## src/rtl/wb_trace_fifo.sv

```systemverilog
// Write-back trace FIFO: records architectural register writes for a drain port.
// Capture never stalls the pipeline; overflow drops the write and counts it.
module wb_trace_fifo #(
    parameter int DEPTH        = 16,
    parameter int SKIP_R0      = 1,
    parameter int STOP_ON_FULL = 0
) (
    input  logic                       clk,
    input  logic                       rst,
    input  logic                       enable,
    input  logic                       wb_valid,
    input  logic [4:0]                 wb_reg,
    input  logic [31:0]                wb_data,
    input  logic [31:0]                wb_pc,
    input  logic                       trace_ready,
    output logic                       trace_valid,
    output logic [31:0]                trace_pc,
    output logic [4:0]                 trace_reg,
    output logic [31:0]                trace_data,
    output logic [$clog2(DEPTH+1)-1:0] level,
    output logic [15:0]                drop_count,
    output logic                       halted
);

    localparam int AW = $clog2(DEPTH);
    localparam int LW = $clog2(DEPTH + 1);

    typedef enum logic [1:0] {
        ST_IDLE   = 2'd0,
        ST_RUN    = 2'd1,
        ST_HALTED = 2'd2
    } state_t;

    state_t state;

    logic [31:0]   mem_pc   [DEPTH];
    logic [4:0]    mem_reg  [DEPTH];
    logic [31:0]   mem_data [DEPTH];
    logic [AW-1:0] wr_ptr;
    logic [AW-1:0] rd_ptr;

    logic cand;
    logic pop;
    logic push;
    logic drop;
    logic full;

    assign full = (level == LW'(DEPTH));
    assign cand = (state == ST_RUN) && wb_valid
                  && !((SKIP_R0 != 0) && (wb_reg == 5'd0));
    assign pop  = trace_valid && trace_ready;
    assign push = cand && (!full || pop);
    assign drop = cand && !push;

    always_ff @(posedge clk) begin
        if (rst) begin
            state  <= ST_IDLE;
            halted <= 1'b0;
        end else begin
            unique case (state)
                ST_IDLE: begin
                    if (enable) state <= ST_RUN;
                end
                ST_RUN: begin
                    if (drop && (STOP_ON_FULL != 0)) begin
                        state  <= ST_HALTED;
                        halted <= 1'b1;
                    end else if (!enable) begin
                        state <= ST_IDLE;
                    end
                end
                ST_HALTED: begin
                    state <= ST_HALTED;
                end
                default: begin
                    state  <= ST_IDLE;
                    halted <= 1'b0;
                end
            endcase
        end
    end

    always_ff @(posedge clk) begin
        if (rst) begin
            wr_ptr     <= '0;
            rd_ptr     <= '0;
            level      <= '0;
            drop_count <= '0;
        end else begin
            if (push) wr_ptr <= wr_ptr + AW'(1);
            if (pop)  rd_ptr <= rd_ptr + AW'(1);
            level <= level + LW'(push) - LW'(pop);
            if (drop && drop_count != 16'hFFFF)
                drop_count <= drop_count + 16'd1;
        end
    end

    // Storage needs no reset: payload is masked whenever the FIFO is empty.
    always_ff @(posedge clk) begin
        if (push) begin
            mem_pc[wr_ptr]   <= wb_pc;
            mem_reg[wr_ptr]  <= wb_reg;
            mem_data[wr_ptr] <= wb_data;
        end
    end

    assign trace_valid = (level != '0);
    assign trace_pc    = trace_valid ? mem_pc[rd_ptr]   : '0;
    assign trace_reg   = trace_valid ? mem_reg[rd_ptr]  : '0;
    assign trace_data  = trace_valid ? mem_data[rd_ptr] : '0;

endmodule

```

## config.mk

```make
export PLATFORM = sky130hd
export DESIGN_NAME = wb_trace_fifo
export DESIGN_NICKNAME = d
export VERILOG_FILES = /design/src/rtl/wb_trace_fifo.sv
export SDC_FILE = /design/constraint.sdc
export NUM_CORES = 1
export LEC_CHECK = 0
export CAP_MARGIN = 20
export CORE_ASPECT_RATIO = 1.1
export CORE_MARGIN = 1
export CORE_UTILIZATION = 48
export CTS_CLUSTER_DIAMETER = 120
export DETAILED_ROUTE_END_ITERATION = 10
export MAX_ROUTING_LAYER = met4
export PLACE_DENSITY = 0.65
export SLEW_MARGIN = 20
export SYNTH_ARGS = -nofsm -noshare
export SYNTH_HDL_FRONTEND = slang
export SYNTH_SLANG_ARGS = --single-unit
```

## constraint.sdc

```tcl
create_clock -name clk -period 7.9 [get_ports clk]
set_input_delay 0.79 -clock clk [delete_from_list [all_inputs] [get_ports clk]]
set_output_delay 0.79 -clock clk [all_outputs]
set_load 0.05 [all_outputs]
```

# After elaboration in Yosys (flattened, before gate mapping)
# Memory sizes are Yosys's and may differ from the RTL's. A register that Yosys moved wholly into a read port is not among the register bits.
# Cells that the tools add are included.
[totals]
inputBits = 74
output_inout_bits = 92
reg_bits = 31
n_memories = 3
ram_bits = 1104
word_cells = 47
[op_classes]
n_eq_ne = 6
muxes = 14
n_reduce_logical = 14
n_addsub = 5
[memory_table]
columns = ["memory", "depth", "word_bits", "read_ports", "rd_ports_with_merged_regs", "wr", "line", "source"]
rows = [
  ["mem_data", 16, 32, 1, 1, 1, "38", "logic [31:0] mem_data [DEPTH];"],
  ["mem_pc", 16, 32, 1, 1, 1, "36", "logic [31:0] mem_pc [DEPTH];"],
  ["mem_reg", 16, 5, 1, 1, 1, "37", "logic [4:0] mem_reg [DEPTH];"],
]
[ops]
columns = ["operator", "count"]
rows = [
  ["two-way mux 32 bit", 2],
  ["two-way mux 4 bit", 6],
  ["adder 16 x 1 -> 16 bit, second input constant", 1],
  ["inequality test 16 bit, second input constant", 1],
  ["adder 4 x 1 -> 4 bit, second input constant", 2],
  ["logical AND 1 bit", 6],
  ["one-hot mux 2 bit (3 select lines)", 1],
  ["adder 5 x 1 -> 5 bit", 1],
  ["== test 5 bit, second input constant", 1],
  ["logical NOT 5 bit", 1],
  ["two-way mux 5 bit", 1],
  ["nonzero test 5 bit", 1],
  ["subtractor 5 x 1 -> 5 bit", 1],
  ["two-way mux 2 bit", 2],
  ["inequality test 2 bit, second input constant", 2],
  ["logical NOT 1 bit", 3],
  ["== test 2 x 1 -> 1 bit, second input constant", 1],
  ["== test 2 bit, second input constant", 1],
  ["logical NOT 2 bit", 1],
  ["two-way mux 1 bit", 2],
  ["AND reduction 2 bit", 1],
  ["logical OR 1 bit", 1],
]

# Longest topological paths before layout
[logic_depth]
ltp_word = 7
depth_mapped = 16
mapped_depth_nobuf = 16

# Worst setup path after synthesis
# Ideal clock, no wire load.
[synth_timing]
path_type = "flip-flop to flip-flop"
from = "register level[2]"
to = "memory mem_data[0][0] (enable)"
stages_incl_launch_ff = 8
arrival_time_ns = 6.513
required_time_ns = 7.319
setup_time_ns = 0.581
synth_period_minus_slack_ns = 7.094
n_path_buf = 0
setup_slack_ns = 0.806
path_cell_list = "dfxtp_1 inv_1 ha_1 nor3b_2 and3b_2 nor2_1 nand2_1 nor3_1"
[synth_between]
elab_chain_cells = 6
word_cells_on_any_way = 8
classes_between = "eq/ne (1); mux (2); reduce/logical (5)"
[synth_rtl]
columns = ["element", "line", "source"]
rows = [
  ["start: declaration", "20", "output logic [$clog2(DEPTH+1)-1:0] level,"],
  ["start signal: assignment", "92", "level <= level + LW'(push) - LW'(pop);"],
  ["== test 5 bit or nonzero test 5 bit (tied branches)", "48, 107", ""],
  ["logical NOT 1 bit or logical AND 1 bit (tied branches)", "52, 51", ""],
  ["logical OR 1 bit (*)", "52", "assign push = cand && (!full || pop);"],
  ["logical AND 1 bit (*)", "52", ""],
  ["two-way mux 1 bit (*)", "100", "if (push) begin"],
  ["two-way mux 1 bit (not written as such) (*)", "103", "mem_data[wr_ptr] <= wb_data;"],
  ["end: declaration", "38", ""],
]
# Every way passes the cells marked *; elsewhere a longest branch is shown, timed or not.

==> impl_metrics.csv <==
group,metric,value,unit
status,status,"finished, final reports clean",
clock_tree,numCtsBuffers,108,
setup_path,critPathRequiredTime,7.11,ns
sta,worst_slack,2.93,ns
clock_tree,clockRootBuffer,"clkbuf_16",
floorplanning,rows,115,
floorplanning,fp.coreArea,89500,um2
sta,timing.hold.ws,0.427,ns
global_route,grt_max_degree,119,
placement,dp_hpwl,47200,um
finish,fin_nets,2185,
floorplanning,initial_utilization,0.486,
flow_run,maxCapViolations,0,
yosys,synth_area_leaders,"edfxtp_1 76%, mux4_2 14%, mux2i_1 3.2%",
clock_tree,hold_buffers,0,
yosys,synth_area_per_cell,23.0,um2
sta,finalMaxSlewViolations,0,
worst_hold_path,hold_class,"flip-flop to flip-flop",
route,routedWlPerCell,26.3,um
yosys,synth_cell_types,53,
yosys,synthArstFlopShare,0,
yosys,synth-edff-count,1104,
power_and_ir_drop,p_comb_frac,0.246,
sta,max_freq,201,MHz
yosys,synth.most_common_cell,"edfxtp_1",
yosys,synth_area,43500,um2
clock_tree,cts_resized,0,
yosys,synthMuxAreaShare,0.176,
yosys,synth-simple-area-share,0.0125,
yosys,synth_adder_area_share,0.00391,
power_and_ir_drop,powerDensity,311,nW/um2
power_and_ir_drop,p_sw_frac,0.287,
yosys,synth_top_area_frac,0.763,
yosys,seq_area_frac_synth,0.779,
global_route,first_global_vias,20700,
sta,finalHoldViolations,0,
sta,setup_violations,0,
finish,fillers,6553,
global_route,grt.total_usage,0.201,
yosys,synth_fp_nets,1978,
setup_path,r2r-start,"level[3]",
power_and_ir_drop,sequentialPowerShare,0.433,
global_route,grt_pass1_wl,132000,um
power_and_ir_drop,intPower,11.1,mW
route,wl,88300,um
route,ant_nets,0,
setup_path,arrival,4.18,ns
clock_tree,cts_tree,"yes",
worst_hold_path,worstHoldStart,"state[1]",
route,drt-pass1-iter-count,5,
placement,io_buffers,164,
sta,period_share,0.630,
route,dr_total_vias,19600,
route,drt-initial-drc-count,1435,
yosys,synth_xor_area_frac,0.00242,
yosys,syn_inst,1891,
floorplanning,dieHeight,318,um
placement,gp_congestion,0.745,
power_and_ir_drop,power.leakage,15.0,nW
yosys,dominantRegCellSynth,"edfxtp_1",
yosys,synth_common_cells,"1104 x edfxtp_1, 276 x mux4_2, 140 x mux2i_1",
setup_path,endpoint_kind,"primary output",
sta,grt_setup_unrepaired,"false",
sta,tightest_slew,1.11,ns
clock_tree,clk_pin_slew,0.06,ns
sta,tns,0,ns
clock_tree,h-tree-depth,3,
finish,drive_gt1_frac,0.234,
clock_tree,clk_path_buf_depth,3,
clock_tree,insertion_delay,0.68,ns
power_and_ir_drop,p_switching,4.47,mW
sta,relSlewSlack,0.261,
power_and_ir_drop,ir_drop,303,uV
floorplanning,fp.dieW,289,um
route,drc,0,
finish,multiInputGateArea,9230,um2
setup_path,critical_path_class,"flip-flop to primary output",
placement,place_ws,2.99,ns
setup_path,cp-start-kind,"flip-flop",
sta,min_period,4.97,ns
route,viasPerCell,5.83,
floorplanning,die-area,91800,um2
finish,synthToLayoutAreaGrowth,15.2,%
sta,finClkSkew,0.0313,ns
power_and_ir_drop,power_frac_clock,0.321,
finish,area.sequential,33900,um2
setup_path,timing.reg2reg.setup_slack,4.11,ns
yosys,synth_top_cell_by_area,"edfxtp_1",
clock_tree,postCtsSetupRepairBufs,0,
setup_path,cp_max_fo,57,
power_and_ir_drop,p_total,15.6,mW
global_route,gr-total-overflow,0,
yosys,synth_top_family_by_area,"multiplexers",
clock_tree,clkSinkCount,1139,
floorplanning,io_pins,166,
yosys,ys_ff_latch,1139,
yosys,yosys_warnings,0,
global_route,antenna_found_initial,5,
yosys,synth_compound_area_frac,0.0149,
[power by group through the flow]
stage               sequential (mW)  clock (mW)  combinational (mW)
floorplan                      6.85           0                2.73
global placement               6.87           0                3.85
detailed placement             6.87           0                3.87
CTS                            6.74        5.09                3.88
global route                   6.75        5.31                4.06
finish                         6.74        4.99                3.83
[layout make-up]
cell class / instances / area share
Sequential cell: 1139 / 0.676
Multi-Input combinational cell: 635 / 0.184
Clock buffer: 132 / 0.0576
Timing Repair Buffer: 200 / 0.0408
Tap cell: 1170 / 0.0292
Clock inverter: 67 / 0.0109
Inverter: 14 / 0.00105
Antenna cell: 5 / 0.000250
[cells by family (layout without fill, tap and decap cells)]
logic type,after synthesis,in the layout
AOI/OAI and AO/OA,100,100
xor gates and xnor gates,12,12
adders and majority gates,13,13
buffers and inverters,117,413
DFF,1139,1139
muxes,417,417
other,1,6
and+or+nand+nor,92,92
[cells in the final DEF (no fill, tap or decap), types with 5 or more instances in the layout]
| cell type | n |
|---|---|
| buf_4 | 27 |
| edfxtp_1 | 1104 |
| nor2_1 | 20 |
| nand4_1 | 5 |
| or4_2 | 8 |
| o22ai_1 | 69 |
| a21oi_1 | 11 |
| diode_2 | 5 |
| clkdlybuf4s50_1 | 164 |
| clkinv_1 | 25 |
| nand3_1 | 9 |
| clkinv_2 | 20 |
| clkbuf_16 | 111 |
| nor2_4 | 12 |
| mux4_2 | 276 |
| ha_1 | 12 |
| nand2_1 | 7 |
| mux2i_1 | 140 |
| bufinv_16 | 7 |
| inv_1 | 14 |
| clkbuf_1 | 18 |
| xor2_1 | 8 |
| dfxtp_1 | 32 |
| o31ai_1 | 8 |
| clkinvlp_4 | 6 |
[path summary, 6_finish.rpt]
check,endpoint,depth (start not counted)
worst max-delay path,trace_pc[6],5
worst min-delay path,state[0],1
worst max register to register,mem_data[8][18],8
worst min register to register,state[0],1
[per-layer routing]
| metal | global-route usage | vias to the layer above | wire length (um) | part of all wire |
|---|---|---|---|---|
| met4 | 0.0533 | 0 | 1620 | 0.018 |
| met1 | 0.270 | 10500 | 37200 | 0.42 |
| met2 | 0.321 | 549 | 44500 | 0.50 |
| li1 | - | 8475 | - | - |
| met5 | - | - | 0 | 0 |
| met3 | 0.0328 | 113 | 5010 | 0.057 |
[critical path: stages (launching register included)]
cell	delay (ns)
dfxtp_4	0.94
buf_4	0.78
mux4_2	0.36
mux2i_1	0.07
o22ai_1	0.42
clkdlybuf4s50_1	0.90
[through the flow]
| step | instances | area, um2 | utilization |
|---|---|---|---|
| after CTS | 3352 | 49900 | 0.558 |
| after detailed placement | 3153 | 46500 | 0.520 |
| after global routing | 3362 | 50100 | 0.560 |
| final | 3362 | 50100 | 0.560 |
| after floorplan | 1891 | 43500 | - |
| after global placement | 3153 | 46500 | 0.520 |
(Power assumes the default switching activity.)
